**src/rtl/bus_request_unit_pkg.sv**
```systemverilog
// Shared types and constants for the bus request unit.
// The watchdog is present only when BUS_REQUEST_TIMEOUT_EN is defined.
package bus_request_unit_pkg;

  typedef enum logic [1:0] {
    ST_IDLE    = 2'd0,
    ST_FETCH   = 2'd1,
    ST_DATA_RD = 2'd2,
    ST_DATA_WR = 2'd3
  } state_t;

  typedef enum logic [1:0] {
    BUS_CMD_NONE  = 2'b00,
    BUS_CMD_READ  = 2'b01,
    BUS_CMD_WRITE = 2'b10
  } bus_cmd_t;

  // Returned to the core when an instruction fetch is aborted (addi x0,x0,0).
  localparam logic [31:0] NOP_INSTR = 32'h0000_0013;

  localparam int TIMER_W = 8;

endpackage

```
**src/rtl/bus_request_unit_timeout.sv**
```systemverilog
// bus_timeout_counter: counts wait cycles and flags the cycle on which the
// LIMIT-th wait cycle ends. Instantiated only when BUS_REQUEST_TIMEOUT_EN is defined.
module bus_timeout_counter
  import bus_request_unit_pkg::*;
#(
  parameter int LIMIT = 16
) (
  input  logic clk,
  input  logic rst,
  input  logic clear,
  input  logic enable,
  output logic expired
);

  localparam logic [TIMER_W-1:0] LAST = TIMER_W'(LIMIT - 1);

  logic [TIMER_W-1:0] r_count;

  always_ff @(posedge clk or posedge rst) begin
    if (rst) begin
      r_count <= '0;
    end else if (clear) begin
      r_count <= '0;
    end else if (enable && (r_count != LAST)) begin
      r_count <= r_count + 1'b1;
    end
  end

  // The count holds the number of completed wait cycles, so the edge that
  // closes wait cycle LIMIT sees LAST.
  assign expired = enable && !clear && (r_count == LAST);

endmodule

```
**src/rtl/bus_request_unit.sv**
```systemverilog
// Bus request unit: arbitrates core fetch/load/store requests onto one memory bus.
// Optional watchdog abort enabled by defining BUS_REQUEST_TIMEOUT_EN.
module bus_request_unit
  import bus_request_unit_pkg::*;
#(
  parameter int TIMEOUT_CYCLES = 16
) (
  input  logic        clk,
  input  logic        rst,
  input  logic        fetch_req,
  input  logic [31:0] pc,
  input  logic        data_read_req,
  input  logic        data_write_req,
  input  logic [31:0] data_addr,
  input  logic [31:0] data_wdata,
  input  logic [31:0] data_in_BUS,
  input  logic        bus_full,
  output logic [31:0] address_out,
  output logic [31:0] data_out_BUS,
  output logic        bus_read,
  output logic        bus_write,
  output logic [31:0] instr_out,
  output logic        instr_valid,
  output logic [31:0] rdata_out,
  output logic        rdata_valid,
  output logic        instr_wait,
  output logic        bus_err
);

  if ((TIMEOUT_CYCLES < 2) || (TIMEOUT_CYCLES > 255)) begin : g_bad_timeout
    $error("bus_request_unit: TIMEOUT_CYCLES must be in 2..255");
  end

  state_t      r_state;
  bus_cmd_t    r_bus_cmd;
  logic [31:0] r_address;
  logic [31:0] r_wdata;
  logic [31:0] r_instr;
  logic        r_instr_valid;
  logic [31:0] r_rdata;
  logic        r_rdata_valid;

`ifdef BUS_REQUEST_TIMEOUT_EN
  logic w_expired;
  logic w_clear;
  logic w_waiting;
  logic r_bus_err;

  // Held clear throughout IDLE, so every wait state starts counting from zero.
  assign w_clear   = (r_state == ST_IDLE);
  assign w_waiting = (r_state != ST_IDLE);

  bus_timeout_counter #(
    .LIMIT (TIMEOUT_CYCLES)
  ) u_timeout (
    .clk     (clk),
    .rst     (rst),
    .clear   (w_clear),
    .enable  (w_waiting),
    .expired (w_expired)
  );
`endif

  always_ff @(posedge clk or posedge rst) begin
    if (rst) begin
      r_state       <= ST_IDLE;
      r_bus_cmd     <= BUS_CMD_NONE;
      r_address     <= '0;
      r_wdata       <= '0;
      r_instr       <= '0;
      r_instr_valid <= 1'b0;
      r_rdata       <= '0;
      r_rdata_valid <= 1'b0;
`ifdef BUS_REQUEST_TIMEOUT_EN
      r_bus_err     <= 1'b0;
`endif
    end else begin
      r_instr_valid <= 1'b0;
      r_rdata_valid <= 1'b0;
`ifdef BUS_REQUEST_TIMEOUT_EN
      r_bus_err     <= 1'b0;
`endif
      case (r_state)
        ST_IDLE: begin
          if (data_write_req) begin
            r_state   <= ST_DATA_WR;
            r_bus_cmd <= BUS_CMD_WRITE;
            r_address <= data_addr;
            r_wdata   <= data_wdata;
          end else if (data_read_req) begin
            r_state   <= ST_DATA_RD;
            r_bus_cmd <= BUS_CMD_READ;
            r_address <= data_addr;
          end else if (fetch_req) begin
            r_state   <= ST_FETCH;
            r_bus_cmd <= BUS_CMD_READ;
            r_address <= pc;
          end
        end
        ST_FETCH, ST_DATA_RD, ST_DATA_WR: begin
          // A completion on the expiry edge wins over the watchdog.
          if (bus_full) begin
            r_state   <= ST_IDLE;
            r_bus_cmd <= BUS_CMD_NONE;
            if (r_state == ST_FETCH) begin
              r_instr       <= data_in_BUS;
              r_instr_valid <= 1'b1;
            end else begin
              if (r_state == ST_DATA_RD) begin
                r_rdata <= data_in_BUS;
              end
              r_rdata_valid <= 1'b1;
            end
          end
`ifdef BUS_REQUEST_TIMEOUT_EN
          else if (w_expired) begin
            r_state   <= ST_IDLE;
            r_bus_cmd <= BUS_CMD_NONE;
            r_bus_err <= 1'b1;
            if (r_state == ST_FETCH) begin
              r_instr       <= NOP_INSTR;
              r_instr_valid <= 1'b1;
            end else begin
              r_rdata       <= '0;
              r_rdata_valid <= 1'b1;
            end
          end
`endif
        end
        default: r_state <= ST_IDLE;
      endcase
    end
  end

  assign address_out  = r_address;
  assign data_out_BUS = r_wdata;
  assign bus_read     = (r_bus_cmd == BUS_CMD_READ);
  assign bus_write    = (r_bus_cmd == BUS_CMD_WRITE);
  assign instr_out    = r_instr;
  assign instr_valid  = r_instr_valid;
  assign rdata_out    = r_rdata;
  assign rdata_valid  = r_rdata_valid;
  assign instr_wait   = (r_state != ST_IDLE);

`ifdef BUS_REQUEST_TIMEOUT_EN
  assign bus_err = r_bus_err;
`else
  assign bus_err = 1'b0;
`endif

endmodule

```
**config.mk**
```make
export PLATFORM = sky130hd
export DESIGN_NAME = bus_request_unit
export DESIGN_NICKNAME = d
export VERILOG_FILES = /design/src/rtl/bus_request_unit_pkg.sv /design/src/rtl/bus_request_unit_timeout.sv /design/src/rtl/bus_request_unit.sv
export SDC_FILE = /design/constraint.sdc
export NUM_CORES = 1
export LEC_CHECK = 0
export BUFFER_PORTS_ARGS = -buffer_cell sky130_fd_sc_hd__clkbuf_2
export CAP_MARGIN = 20
export CORE_MARGIN = 5
export CORE_UTILIZATION = 35
export CTS_CLUSTER_DIAMETER = 200
export CTS_CLUSTER_SIZE = 28
export DETAILED_ROUTE_END_ITERATION = 8
export MAX_ROUTING_LAYER = met4
export PLACE_DENSITY = 0.59
export SYNTH_ARGS = -nofsm -noshare
export SYNTH_HDL_FRONTEND = slang
export SYNTH_SLANG_ARGS = --single-unit
```
**constraint.sdc**
```tcl
create_clock -name clk -period 5.5 [get_ports clk]
set_input_delay 0.55 -clock clk [delete_from_list [all_inputs] [get_ports clk]]
set_output_delay 0.55 -clock clk [all_outputs]
set_load 0.01 [all_outputs]
```
==> impl_metrics.tcl <==
set metrics [dict create \
    synth_common_cells "dfrtp_1 (134), mux2_2 (111), mux2_4 (39)" \
    crit_path_max_fanout 4 \
    io_buffers 266 \
    vias 3748 \
    crit_slowest_cell "dfrtp_1" \
    wl_met1_um 5920 \
    finalCoreUtilization_pct 48.7 \
    setup_violations 0 \
    finalClockSkew_ns 0.0112 \
    clk_path_buf_depth 2 \
    rsz0062_at_grt "false" \
    power_switching_mw 1.53 \
    gp_congestion 0.763 \
    layout_min_cycle_time_ns 1.92 \
    outcome "finished, final reports clean" \
    grt_pass1_vias 4172 \
    synthTopCellsByArea "dfrtp_1 (60%), mux2_2 (22%), mux2_4 (10%)" \
    wl_per_cell_um 16.1 \
    first_iter_violations 83 \
    fin_nets 744 \
    clock-sinks 134 \
    synth_enable_flop_cells 0 \
    synth_ff_type "dfrtp_1" \
    leakage_nw 3.90 \
    reg2reg_from "r_state[1]" \
    pwr-share-clk_pct 24.6 \
    report.final.slew_viol_count 0 \
    syn_area_per_cell_um2 16.6 \
    die_h_um 137 \
    pwr-share-seq_pct 38.1 \
    die_w_um 137 \
    cp.required_ns 4.95 \
    cp_cell_sequence "nor2_2, inv_1, clkbuf_2" \
    cts_setup_buffers 0 \
    yosys.area.top_type_share_pct 59.7 \
    synth.net_count 472 \
    root_buffer "clkbuf_16" \
    highest_layer "met4" \
    reg2regPathDepth 3 \
    setup_tns_ns 0 \
    met3_wirelength_um 1020 \
    routed-wl-met2_um 6410 \
    clk_latency_ns 0.42 \
    yosys.area.top_type "dfrtp_1" \
    ys_types 23 \
    vdd_drop_max_mv 0.208 \
    dp_hpwl_um 10400 \
    synth_cells 338 \
    hold_buffers 0 \
    arrival_ns 1.37 \
    cts_resized 0 \
    drv_cap 0 \
    worst_pin_slew_ns 0.862 \
    numCtsBuffers 17 \
    synthesis.area_mm2 0.00561 \
    die-area_mm2 0.0187 \
    io_pins 268 \
    combPwrFrac_pct 37.3 \
    r2r_end "instr_out[16]" \
    max_stage_delay_ns 0.42 \
    ys_async_sr_fraction_pct 100 \
    drive_gt1_share_pct 73.5 \
    internal-power_mw 3.13 \
    finalHoldViolCount 0 \
    grt.overflow.total 0 \
    grt_max_degree 71 \
    start_util_pct 35.5 \
    yosys_warnings 0 \
    min_path_type "in2async" \
    crit_path_start_kind "register" \
    htreeDepth 4 \
    r2r_slack_ns 3.62 \
    areaGrowthSynthToFinish_pct 37.4 \
    grt_use_total_pct 15.1 \
    ys_seq_elements 134 \
    yosysMostFrequentCell "dfrtp_1" \
    antenna_found_initial 0 \
    max_freq_mhz 522 \
    rows 46 \
    routed_wl_um 13500 \
    fin_crit_sh_pct 34.8 \
    p_sw_share_pct 32.8 \
    path_clk_slew_ns 0.06 \
    antenna_cells 0 \
    seq_area_frac_synth_pct 59.7 \
    path_class "reg2out" \
    power_per_cell_area_mw_per_mm2 605 \
    coreArea_mm2 0.0158 \
    viasPerCell 4.47 \
    drcViolationCount 0 \
    firstDrtPassIters 4 \
    grt_pass1_wl_um 21200 \
    detail-route-antenna-nets 0 \
    crit_path_end_kind "primary output" \
    slew-limit-headroom_pct 42.5 \
    cts_tree "yes" \
]
## area by class of cell
cell class	count	area (um^2)
clock buffers	17	425
clock inverters	15	178
fillers	1386	8120
inverters	6	27.5
multi-input cells	180	2090
flip-flops and latches	134	3350
well taps	216	270
repair buffers	271	1370
## layer usage
layer | vias up | track usage (%)
met5 | - | -
met4 | 0 | 4.93
met3 | 17 | 4.71
met2 | 186 | 24.1
met1 | 1806 | 18.4
li1 | 1739 | -
## logic make-up (layout without fill, tap and decap cells)
family / count (synthesis) / after routing / share of synthesized area (%)
multiplexers: 161 / 161 / 34.9
flip-flops: 134 / 134 / 59.7
buffers and inverters: 24 / 309 / 3.16
AND/OR/NAND/NOR: 11 / 11 / 1.16
AO/OA/AOI/OAI: 7 / 7 / 1.00
other: 1 / 1 / 0.0668
## power groups by stage
stage	logic, mW	clock network, mW	registers [mW]
floorplan	0.840	0	1.98
global placement	1.74	0	1.77
detailed placement	1.78	0	1.79
CTS	1.78	1.18	1.78
global route	1.89	1.22	1.84
finish	1.74	1.15	1.78
## through the flow
| stage | worst slack [ns] | total power [mW] | hold WS [ns] | cells | area [um^2] |
|---|---|---|---|---|---|
| floorplan | 1.37 | 2.82 | 0.515 | 338 | 5610 |
| global placement | 3.34 | 3.52 | 0.472 | 807 | 7110 |
| detailed placement | 3.28 | 3.57 | 0.478 | 807 | 7110 |
| CTS | 3.53 | 4.74 | 0.230 | 839 | 7710 |
| global route | 3.45 | 4.94 | 0.255 | 839 | 7710 |
| finish | 3.58 | 4.66 | 0.216 | 839 | 7710 |
## worst max path at each step
stage	start	to	slack (ns)	cells past startpoint
3_5_place_dp	data_write_req	address_out[10]	3.28	4
4_1_cts	r_state[1]	instr_out[16]	3.53	3
3_3_place_gp	data_write_req	address_out[16]	3.34	4
2_1_floorplan	rst	address_out[0]	1.37	1
5_1_grt	r_state[0]	instr_wait	3.45	3
6_report	r_state[0]	instr_wait	3.58	3
## cells in the final DEF, fill, tap and decap left out, types with 4 or more instances in the layout
| cell | synthesis | routed |
|---|---|---|
| clkbuf_2 | 0 | 266 |
| dfrtp_1 | 134 | 134 |
| mux2_2 | 111 | 111 |
| mux2_4 | 39 | 39 |
| clkbuf_16 | 0 | 17 |
| mux2_1 | 10 | 10 |
| inv_1 | 6 | 5 |
| buf_4 | 1 | 5 |
| inv_6 | 0 | 4 |
| clkinv_2 | 0 | 4 |
## sequential cells by signal, summed over array words and instances (netlist names)
| signal | cells |
|---|---|
| address_out | 32 |
| rdata_valid | 1 |
| instr_valid | 1 |
| rdata_out | 32 |
| r_state | 2 |
| instr_out | 32 |
| data_out_BUS | 32 |
| r_bus_cmd | 2 |
## worst max-delay path, delay by kind of cell (launching register included)
family,cells,cell delay [ns]
buffers and inverters,2,0.30
DFF,1,0.42
and+or+nand+nor,1,0.24
Power figures use the tool's default switching activity.
